`config.mk`:
```
export PLATFORM = sky130hd
export DESIGN_NAME = adder32_nibble_seq
export DESIGN_NICKNAME = d
export VERILOG_FILES = /design/src/rtl/adder32_nibble_seq_pkg.sv /design/src/rtl/adder32_nibble_seq_adder_4bits.sv /design/src/rtl/adder32_nibble_seq.sv
export SDC_FILE = /design/constraint.sdc
export NUM_CORES = 1
export LEC_CHECK = 0
export BUFFER_PORTS_ARGS = -buffer_cell sky130_fd_sc_hd__buf_2
export CORE_MARGIN = 10
export CORE_UTILIZATION = 40
export DETAILED_ROUTE_END_ITERATION = 8
export PLACE_DENSITY = 0.69
export SETUP_SLACK_MARGIN = 0.2
export SYNTH_ARGS = -nofsm -noshare
export SYNTH_HDL_FRONTEND = slang
export SYNTH_SLANG_ARGS = --single-unit
```
`constraint.sdc`:
```
create_clock -name clk -period 8 [get_ports clk]
set_input_delay 0.8 -clock clk [delete_from_list [all_inputs] [get_ports clk]]
set_output_delay 0.8 -clock clk [all_outputs]
set_load 0.005 [all_outputs]
```
`src/rtl/adder32_nibble_seq_pkg.sv`:
```
// Shared constants for the nibble-serial 32-bit add/subtract unit.
// Holds the FSM state encoding, slice count and result width.
package adder32_nibble_seq_pkg;

   localparam int WIDTH   = 32;
   localparam int NIBBLES = 8;

   typedef enum logic [1:0] {
      ST_IDLE = 2'd0,
      ST_RUN  = 2'd1,
      ST_DONE = 2'd2
   } state_e;

endpackage

```
`src/rtl/adder32_nibble_seq_adder_4bits.sv`:
```
// Combinational 4-bit ripple adder, the single arithmetic slice that
// the controller time-shares across all eight nibbles.
module adder_4bits (
   input  logic [3:0] a,
   input  logic [3:0] b,
   input  logic       ci,
   output logic [3:0] s,
   output logic       co
);

   assign {co, s} = {1'b0, a} + {1'b0, b} + {4'b0000, ci};

endmodule

```
`src/rtl/adder32_nibble_seq.sv`:
```
// Multi-cycle 32-bit add/subtract: one nibble per clock through a shared
// 4-bit adder, with a start/busy/done handshake.
module adder32_nibble_seq
   import adder32_nibble_seq_pkg::*;
(
   input  logic                clk,
   input  logic                rst,
   input  logic                start,
   input  logic [WIDTH-1:0]    a,
   input  logic [WIDTH-1:0]    b,
   input  logic                cin,
   input  logic                sub,
   output logic                busy,
   output logic                done,
   output logic [WIDTH-1:0]    sum,
   output logic                cout,
   output logic                ovf
);

   state_e             state_q, state_d;
   logic [WIDTH-1:0]   a_q, a_d;
   logic [WIDTH-1:0]   b_q, b_d;
   logic [WIDTH-1:0]   sum_q, sum_d;
   logic [2:0]         idx_q, idx_d;
   logic               carry_q, carry_d;
   logic               cout_q, cout_d;
   logic               ovf_q, ovf_d;

   logic [3:0]         nib_a, nib_b, nib_s;
   logic               nib_co;
   logic [4:0]         bit_base;

   assign bit_base = {idx_q, 2'b00};
   assign nib_a    = a_q[bit_base +: 4];
   assign nib_b    = b_q[bit_base +: 4];

   adder_4bits u_add (
      .a  (nib_a),
      .b  (nib_b),
      .ci (carry_q),
      .s  (nib_s),
      .co (nib_co)
   );

   always_ff @(posedge clk) begin
      if (rst) begin
         state_q <= ST_IDLE;
         a_q     <= '0;
         b_q     <= '0;
         sum_q   <= '0;
         idx_q   <= '0;
         carry_q <= 1'b0;
         cout_q  <= 1'b0;
         ovf_q   <= 1'b0;
      end else begin
         state_q <= state_d;
         a_q     <= a_d;
         b_q     <= b_d;
         sum_q   <= sum_d;
         idx_q   <= idx_d;
         carry_q <= carry_d;
         cout_q  <= cout_d;
         ovf_q   <= ovf_d;
      end
   end

   always_comb begin
      state_d = state_q;
      a_d     = a_q;
      b_d     = b_q;
      sum_d   = sum_q;
      idx_d   = idx_q;
      carry_d = carry_q;
      cout_d  = cout_q;
      ovf_d   = ovf_q;
      case (state_q)
         ST_RUN: begin
            sum_d[bit_base +: 4] = nib_s;
            carry_d              = nib_co;
            if (idx_q == 3'(NIBBLES - 1)) begin
               // Final slice: flags come straight from the adder so they land with DONE.
               state_d = ST_DONE;
               cout_d  = nib_co;
               ovf_d   = (a_q[WIDTH-1] ~^ b_q[WIDTH-1]) & (nib_s[3] ^ a_q[WIDTH-1]);
            end else begin
               idx_d = idx_q + 3'd1;
            end
         end
         default: begin
            if (start) begin
               state_d = ST_RUN;
               a_d     = a;
               b_d     = sub ? ~b : b;
               carry_d = sub ? 1'b1 : cin;
               idx_d   = '0;
               sum_d   = '0;
               cout_d  = 1'b0;
               ovf_d   = 1'b0;
            end else begin
               state_d = ST_IDLE;
            end
         end
      endcase
   end

   assign busy = (state_q == ST_RUN);
   assign done = (state_q == ST_DONE);
   assign sum  = sum_q;
   assign cout = cout_q;
   assign ovf  = ovf_q;

endmodule

```
# --- Word-level counts from Yosys, hierarchy flattened ---
# Cells that the tools add are included.
totals:
  memories: 0
  regBits: 104
  input_bits: 69
  out_inout_bits: 36
  ramBits: 0
  wordCells: 48
  latch_bits: 0
  rom_bits: 0
op_classes:
  order_cmp: 0
  mux: 18
  reduce_logical: 4
  shifts: 4
  n_div: 0
  n_mul: 0
  n_addsub: 4
  bitwise_logic: 5
  n_eq_ne: 5
ops:
  columns: ["op", "count"]
  rows:
  - ["$mux W32", 3]
  - ["$shiftx A32 B6 Y4", 2]
  - ["$bwmux W32", 1]
  - ["$not A32 Y32", 1]
  - ["$shift A4 B7 Y32 const A", 1]
  - ["$shiftx A4 B7 Y32", 1]
  - ["$mux W1", 9]
  - ["$mux W3", 3]
  - ["$neg A5 Y7", 1]
  - ["$reduce_and A2 Y1", 3]
  - ["$add A4 B4 Y5", 1]
  - ["$add A5 B1 Y5", 1]
  - ["$mux W2", 2]
  - ["$add A3 B1 Y3 const B", 1]
  - ["$eq A3 B3 Y1 const B", 1]
  - ["$eq A2 B1 Y1 const B", 1]
  - ["$eq A2 B2 Y1 const B", 1]
  - ["$ne A2 B1 Y1 const B", 1]
  - ["$ne A2 B2 Y1 const B", 1]
  - ["$reduce_bool A2 Y1", 1]
  - ["$and A1 B1 Y1", 1]
  - ["$not A1 Y1", 1]
  - ["$xnor A1 B1 Y1", 1]
  - ["$xor A1 B1 Y1", 1]

# --- Logic depth before layout (Yosys ltp) ---
# Gate-level depths: netlist of run 1.
depth:
  word_depth: 7
  mapped_depth: 12

# --- Hierarchy ---
# A second synthesis of run 1 with hierarchy kept.
unflattened:
  cells_unflattened: 515
  area_unflattened_um2: 4944.7
by_module_without_submodules:
  columns: ["mod", "cells_per_inst", "area_per_inst_um2", "seq_area_each_um2", "n_inst"]
  rows:
  - ["adder32_nibble_seq", 499, 4800.9, 2082.0, 1]
  - ["adder_4bits", 16, 143.9, 0.0, 1]

# --- Worst setup path before layout of run 1 ---
# No wires, ideal clock.
synth_path:
  path_type: "reg-to-reg"
  startpoint: "reg idx_q[0]"
  endpoint: "reg sum_q[1], in the netlist sum[1]"
  setup_ns: 0.070
  t_arrival_ns: 2.757
  path_stages_with_launch: 12
  setup_slack_ns: 5.172
  period_less_slack_ns: 2.828
  path_cell_list: "dfxtp_1 buf_4 buf_4 mux4_2 nand2_1 nand2_1 fa_1 inv_1 fa_1 inv_1 nand2_1 a21oi_1"
synth_between:
  elab_chain_cells: 6
  word_cells_on_any_way: 9
synth_lines:
  columns: ["element", "line", "source"]
  rows:
  - ["start: declaration", "adder32_nibble_seq.sv:24", "logic [2:0] idx_q, idx_d;"]
  - ["start signal: assignment", "adder32_nibble_seq.sv:60", "idx_q <= idx_d;"]
  - ["$shiftx A32 B6 Y4, on equally long branches", "adder32_nibble_seq.sv:34, adder32_nibble_seq.sv:35", null]
  - ["$add A4 B4 Y5", "adder32_nibble_seq_adder_4bits.sv:11", "assign {co, s} = {1'b0, a} + {1'b0, b} + {4'b0000, ci};"]
  - ["$add A5 B1 Y5", "adder32_nibble_seq_adder_4bits.sv:11", null]
  - ["$shiftx A4 B7 Y32", "adder32_nibble_seq.sv:78", "sum_d[bit_base +: 4] = nib_s;"]
  - ["$bwmux W32 (*)", "adder32_nibble_seq.sv:78", null]
  - ["$mux W32 (*)", "adder32_nibble_seq.sv:76", "case (state_q)"]
  - ["end signal: assignment", "adder32_nibble_seq.sv:59", "sum_q <= sum_d;"]
  - ["end: declaration", "adder32_nibble_seq.sv:23", "logic [WIDTH-1:0] sum_q, sum_d;"]
# Mark *: on every way between the ends. The rest lies on a longest branch, timed or not.
# A chain may end at the register's enable or synchronous reset.

# --- Worst setup path after layout of run 1 ---
layout_path:
  startpoint: "reg idx_q[1]"
  endpoint: "reg sum_q[22], in the netlist sum[22]"
# Same word-level chain as after synthesis.

==> results.txt, run 1 <==
The fraction of the cycle the final worst path needs works out to 0.4083. The worst setup path is launched from a register. The die covers 16,980 µm². At the end of routability-driven placement, the weighted congestion stood at 0.7572. The detailed-route wire length per cell came out at 16.20 µm.

Synthesis produced 541 cells. The logs give 0 for the count of max-cap constraint violations and 0 for the post-detailed-route count of antenna-violating nets. The run gives 104 as the number of clock sinks seen by CTS. The routed via count divided by cell count came out at 5.473. TritonCTS built the clock tree. The tools report the number of global-route vias before repair as 4,121.

The commonest register cell after synthesis is dfxtp_1. After filler insertion, the fill cell instance count of the layout stands at 1,118. The tools report the number of top-level design ports as 105. The number of nets in the synthesized netlist is 622. The minimum period implied by the final worst setup slack came out at 3.266 ns. The maximum number of pins on one net before global-route repair was 101; the total congestion overflow was 0. Yosys mapped a number of flops with a built-in enable equal to 0. Count of final max-slew check failures: 0.

The worst setup path is captured at a register. The logs give 0.3055 for the worst slew slack as a fraction of its limit and 0 for the final setup violation count. The logs give 4,220 for the via total after detailed routing and 327 for the number of violations reported at the end of detailed-routing iteration 0.

The count of endpoints failing hold in the final timing report is 0, and the post-synthesis register bit count is 104. The share of cells above drive strength 1 works out to 0.2388. The slew at the pin closest to its max-slew limit was 1.040 ns; the leakage power figure was 2.324 nW. The pre-antenna-repair detailed-routing pass consisted of 5 iterations. After clock tree synthesis, the repair step resized 0 gates. The average size of a mapped cell is 8.999 µm². The power density over the cells came out at 200.8 nW/µm². The tools report the first-pass GRT wire length as 20,000 µm. Data arrives at the worst endpoint at 3.54 ns. For the number of buffers added to fix hold violations after cts, the log shows 0.

The post-synthesis instance area came out at 4868 µm². The tools report the DRC violation count after routing as 0. After layout, the design draws a total of 1.145 mW. For the proportion of synthesized chip area in sequential cells, the log shows 0.4277.

Ranked by instance count, the synthesized netlist is headed by dfxtp_1 (104), nand2_1 (103), nor2_1 (59), a21oi_1 (43), a211oi_1 (34). For the share of the core filled with cells in the final layout, the log shows 0.4769. The critical path is of the reg2reg type. STA puts the critical path data required time at 8.28 ns. Relative to the synthesized area, the layout overhead comes to 17.17%. VDD sags by at most 0.1487 mV. Summed over all failing endpoints, the final setup total negative slack is 0 ns. Setup repair after global routing left no endpoint under its margin. For the distinct cell type count after synthesis, the log shows 51. The total routing resource utilization after global routing was 0.1458. The maximum clock frequency is 0.3062 GHz. The async set-reset flop share out of synthesis is 0, and the placement row count is 40. Clock tree synthesis selected as its root buffer the cell clkbuf_16. The area share of the largest cell type after synthesis was 0.4277; the placed wire-length estimate was 9090 µm. The path class of the tightest hold or removal check is reg2reg. The initial cell density of the core is 0.4070, and the number of antenna diodes is 0.

The number of H-tree levels is 3, and the clock tree buffer depth is 2. The clock reaches the later pin of the worst-skew pair after 0.34 ns. The net count of the finished layout is 700. The clock transition at the register clock pins on the worst setup and hold paths after CTS works out to 0.08 ns.

In this run, CTS created clock tree buffers numbering 9. Of all nets on the critical path, the largest fanout is 24. The width of the chip was 130.3 µm; the initial antenna violation count was 0.

Port buffering added 104 buffers. The cell type with the highest aggregate area in the netlist was dfxtp_1. For this block, the routed nets add up to 12,490 µm of wire. By area the synthesized netlist is led by dfxtp_1 (43%), nand2_1 (7.9%), mux4_2 (7.4%). The flow ran to the end, and the final reports show no timing, DRC or antenna violations. The die height is 130.3 µm, and the worst-case clock skew is 0.01515 ns. The logs give 11,960 µm² for the area of the placeable core and 0 for the post-CTS setup-driven buffer insertion count. Yosys instantiated no cell more often than dfxtp_1. The Yosys step of the flow raised 0 warnings.
## final timing paths
| check | startpoint | to | slack, ns | cells after the start |
|---|---|---|---|---|
| max | idx_q[1] | sum[22] | 4.73 | 9 |
| min | sum[11] | sum[11] | 0.46 | 2 |
| max reg2reg | idx_q[1] | sum[22] | 4.73 | 9 |
| min reg2reg | sum[11] | sum[11] | 0.46 | 2 |
## per-layer routing
metal | GRT usage | up-vias | part of all wire
met5 | 0 | - | 0
met4 | 0.05688 | 0 | 0.016
met3 | 0.03245 | 16 | 0.069
met2 | 0.2406 | 148 | 0.48
met1 | 0.1811 | 1998 | 0.44
li1 | - | 2058 | -
## critical path: stages, from the launching register on
cell	delay, ns
dfxtp_1	1.00
mux4_2	0.36
nand2_1	0.06
nand2_1	0.11
fa_1	0.23
inv_1	0.07
fa_1	0.40
xnor2_1	0.64
a22oi_1	0.19
nor2_1	0.13
## cells by family (layout without fill, tap and decap cells)
family,count (synthesis),in the layout,synth area share
compound gates,119,119,0.1642
xor+xnor,33,33,0.05937
fa+ha+maj,12,12,0.03392
buf+inv,50,133,0.04626
flops,104,104,0.4277
mux,16,16,0.07402
simple gates,207,207,0.1946
## cell type report
| cell class | instances | area (µm²) | share of cell area |
|---|---|---|---|
| clock buffers | 11 | 242.7 | 0.04255 |
| flip-flops and latches | 104 | 2082 | 0.3650 |
| well taps | 147 | 183.9 | 0.03224 |
| multi-input cells | 387 | 2564 | 0.4494 |
| clock inverters | 5 | 40.04 | 0.007019 |
| inverters | 11 | 53.80 | 0.009432 |
| repair buffers | 106 | 538.0 | 0.09432 |
## power by group
group / switching [mW] / internal [mW] / leakage, nW
Clock: 0.194 / 0.221 / 0.128
Combinational: 0.101 / 0.0716 / 1.35
Sequential: 0.0152 / 0.543 / 0.851
## flip-flops by register name (all words and copies together), names as in the netlist
register  count
a_q          32
b_q          32
carry_q       1
cout          1
idx_q         3
ovf           1
state_q       2
sum          32
## cells in the final DEF (no fill, tap or decap), drive strengths merged, types with 2 or more instances in the layout
| cell | netlist | routed |
|---|---|---|
| buf | 16 | 106 |
| dfxtp | 104 | 104 |
| nand2 | 103 | 103 |
| nor2 | 59 | 59 |
| a21oi | 43 | 43 |
| a211oi | 34 | 34 |
| xnor2 | 33 | 33 |
| a22oi | 18 | 18 |
| mux4 | 16 | 16 |
| nand3 | 12 | 12 |
| clkbuf | 23 | 11 |
| ha | 10 | 10 |
| inv | 9 | 10 |
| o21ai | 7 | 7 |
| and4b | 5 | 5 |
| a32oi | 4 | 4 |
| a22o | 3 | 3 |
| clkinvlp | 0 | 3 |
| nand3b | 3 | 3 |
| and2 | 3 | 3 |
| clkinv | 2 | 3 |
| a221oi | 2 | 2 |
| and4bb | 2 | 2 |
| and3 | 2 | 2 |
| or3 | 2 | 2 |
| nor3 | 2 | 2 |
| nor2b | 2 | 2 |
| and4 | 2 | 2 |
| o211ai | 2 | 2 |
| fa | 2 | 2 |
## metrics by stage
| step | area (µm²) | setup WS, ns | hold WS [ns] | instances |
|---|---|---|---|---|
| 2_1_floorplan | 4868 | 5.172 | 0.4331 | 541 |
| 3_3_place_gp | 5421 | 4.840 | 0.4357 | 755 |
| 3_5_place_dp | 5421 | 4.723 | 0.4452 | 755 |
| 4_1_cts | 5704 | 4.706 | 0.4541 | 771 |
| 5_1_grt | 5704 | 4.518 | 0.4765 | 771 |
| 6_report | 5704 | 4.734 | 0.4557 | 771 |
Power figures use the tool's default switching activity.
==> inputs of run 2 (changes only) <==
Settings changed: PLACE_DENSITY 0.69 to 0.71.
Clock period 8 ns to 2.77 ns, I/O delays scaled along.
==> results.txt, run 2 (same netlist as run 1, synthesis figures left out) <==
After filler insertion, the fill cell instance count of the layout stands at 1,111. At the pin with the least slew margin, the transition time is 0.8950 ns. The count of final max-slew check failures came out at 0. The part of the power in combinational logic was 0.171; the maximum fanout encountered on the critical timing path was 8.

The logs give 0 for the initial antenna violation count and 4,225 for the via total after detailed routing. Once detail routing completed, the nets flagged for antenna violations numbered 0. The floorplan step defined a die boundary enclosing 16,980 µm². At the worst endpoint, the required time is 2.97 ns. In this run the core area contains 40 standard-cell rows. The tools report the design internal power as 2.477 mW. The first detailed-routing pass ran for 4 iterations. The tools report the count of max-cap constraint violations as 0. The number of antenna diodes came out at 0.

Root buffer cell: clkbuf_16. The maximum number of pins on one net before global-route repair came out at 87. The run gives 0.4033 as the worst slew slack as a fraction of its limit.

The clock reaches the later pin of the worst-skew pair after 0.35 ns. The fraction of the cycle the final worst path needs was 0.9278; the clock transition at the register clock pins on the worst setup and hold paths after CTS was 0.07 ns. The initial cell density of the core was 0.4070; the number of instances in the placed design was 766. STA puts the critical path data arrival time at 2.77 ns. The worst-case IR drop observed on VDD is 0.3110 mV.

In the final design database the tool counted 720 nets. For this design the static power due to leakage is 2.458 nW. The run gives 13,040 µm as the post-detailed-routing wire length. The clock power share came out at 0.359. Clock tree synthesis inserted a total of 9 buffers. After detailed routing, the average wire length per cell comes to 16.48 µm. The worst setup path is launched from a register. The tools report the number of H-tree levels as 3.

Setup repair after global routing could not meet its margin everywhere. Path type of the worst min-delay path: in2reg. In this run the count of I/O pins placed on the die edge is 105.

Minimum period implied by the final worst setup slack: 2.570 ns. The sequential cell fraction of total power is 0.470, and the number of clock sinks seen by CTS is 104. The count of cells in the finished layout, fillers not included, comes to 791. The number of global-route vias before repair came out at 4,309.

For this run the aggregate overflow at the end of global routing stands at 0. The wire-length estimate of the detail-placed layout is 9335 µm. On the final layout, the worst clock skew is 0.006776 ns. The critical path is of the reg2reg type.

The share of cells above drive strength 1 was 0.3106. The detailed router finished its first iteration with 278 violations. In the layout the commonest cells are dfxtp_1 (103), buf_2 (103), nand2_1 (95), nor2_1 (58), a21oi_1 (43).

The finished cells cover 6055 µm². The worst setup path is captured at a register. In this run the horizontal extent of the chip is 130.3 µm. The logs give 0.9535 mW for the net switching power figure and 0 for the final setup violation count. The run finished with clean final reports. For the total negative setup slack, the log shows 0 ns. The floorplan step defined a core boundary enclosing 11,960 µm². The switching share of total power is 0.2779. TritonCTS built the clock tree. Number of buffers added on ports: 104. The total routing resource utilization after global routing was 0.1532; the synthesis-to-layout area growth was 24.36%.

Routability-driven placement finished with a final weighted congestion of 0.8810. The cell area after placement was 5523 µm². The count of endpoints failing hold in the final timing report is 0. Dividing total power by cell area gives a power density of 566.6 nW/µm².

Dividing the detail-routed via count by the number of cells gives 5.341. For this design, the CTS-stage hold fixing added 0 buffers. The die height is 130.3 µm, and the maximum clock frequency is 0.3891 GHz. After detailed routing, the number of remaining DRC violations is 0.

The clock passes through at most 2 buffers. The first global-routing pass estimated 21,090 µm of wire.
run 2: cell types whose count changed in the layout (fill, tap and decap cells not counted), moves of 3 or more:
cell	before	now
buf_4	3	19
nand2_1	103	95
nand2_2	0	8
a22oi_1	18	14
a22oi_2	0	4
buf_12	0	3
inv_6	1	4
run 2: timing repair:
item / in CTS / in global routing
resized for setup: 11 / 23
gates cloned: 0 / 0
buffers inserted: 8 / 1
setup endpoints to repair: 19 / 28
pin swaps: 5 / 12
run 2: area by class of cell:
class | instances | area, µm² | area share
flip-flops and latches | 104 | 2086 | 0.3445
inverters | 11 | 56.30 | 0.009299
multi-input cells | 387 | 2709 | 0.4474
clock buffers | 10 | 239.0 | 0.03947
clock inverters | 6 | 47.55 | 0.007853
repair buffers | 126 | 733.2 | 0.1211
well taps | 147 | 183.9 | 0.03038
run 2: layer usage:
metal,vias up,share of wire,global-route usage
met3,15,0.062,0.03245
li1,2099,-,-
met2,122,0.50,0.2630
met5,-,0,0
met1,1989,0.42,0.1819
met4,0,0.017,0.06283
run 2: power by group through the flow:
stage	Sequential, mW	Clock [mW]	Combinational (mW)
floorplan	1.63	0	0.366
global placement	1.65	0	0.503
detailed placement	1.65	0	0.517
CTS	1.61	1.24	0.558
global route	1.62	1.30	0.650
finish	1.61	1.23	0.588
run 2: worst paths after layout:
kind                            cells past startpoint  endpoint  slack (ns)      from
worst max-delay path                                9   sum[15]        0.20  idx_q[0]
worst min-delay path                                3    a_q[9]        0.17      a[9]
worst max register to register                      9   sum[15]        0.20  idx_q[0]
worst min register to register                      2   a_q[19]        0.46   a_q[19]
run 2: worst max-delay path, cell delays in order, from the launching register on:
cell and delay [ns]:
dfxtp_4 0.38, buf_8 0.14, mux4_2 0.53, nand2_2 0.08
nand2_2 0.06, fa_2 0.38, a211o_1 0.32, a21o_4 0.28
a32oi_1 0.18, nor2_1 0.06
run 2: stage by stage:
step	total power, mW	utilization	setup WS, ns	hold slack (ns)
6_report	3.431	0.5062	0.2000	0.1691
5_1_grt	3.569	0.5062	0.1210	0.1738
4_1_cts	3.410	0.4958	0.1950	0.1697
3_5_place_dp	2.169	0.4617	0.009597	0.4474
3_3_place_gp	2.152	0.4617	0.07758	0.4350
2_1_floorplan	1.996	-	0.2068	0.4130
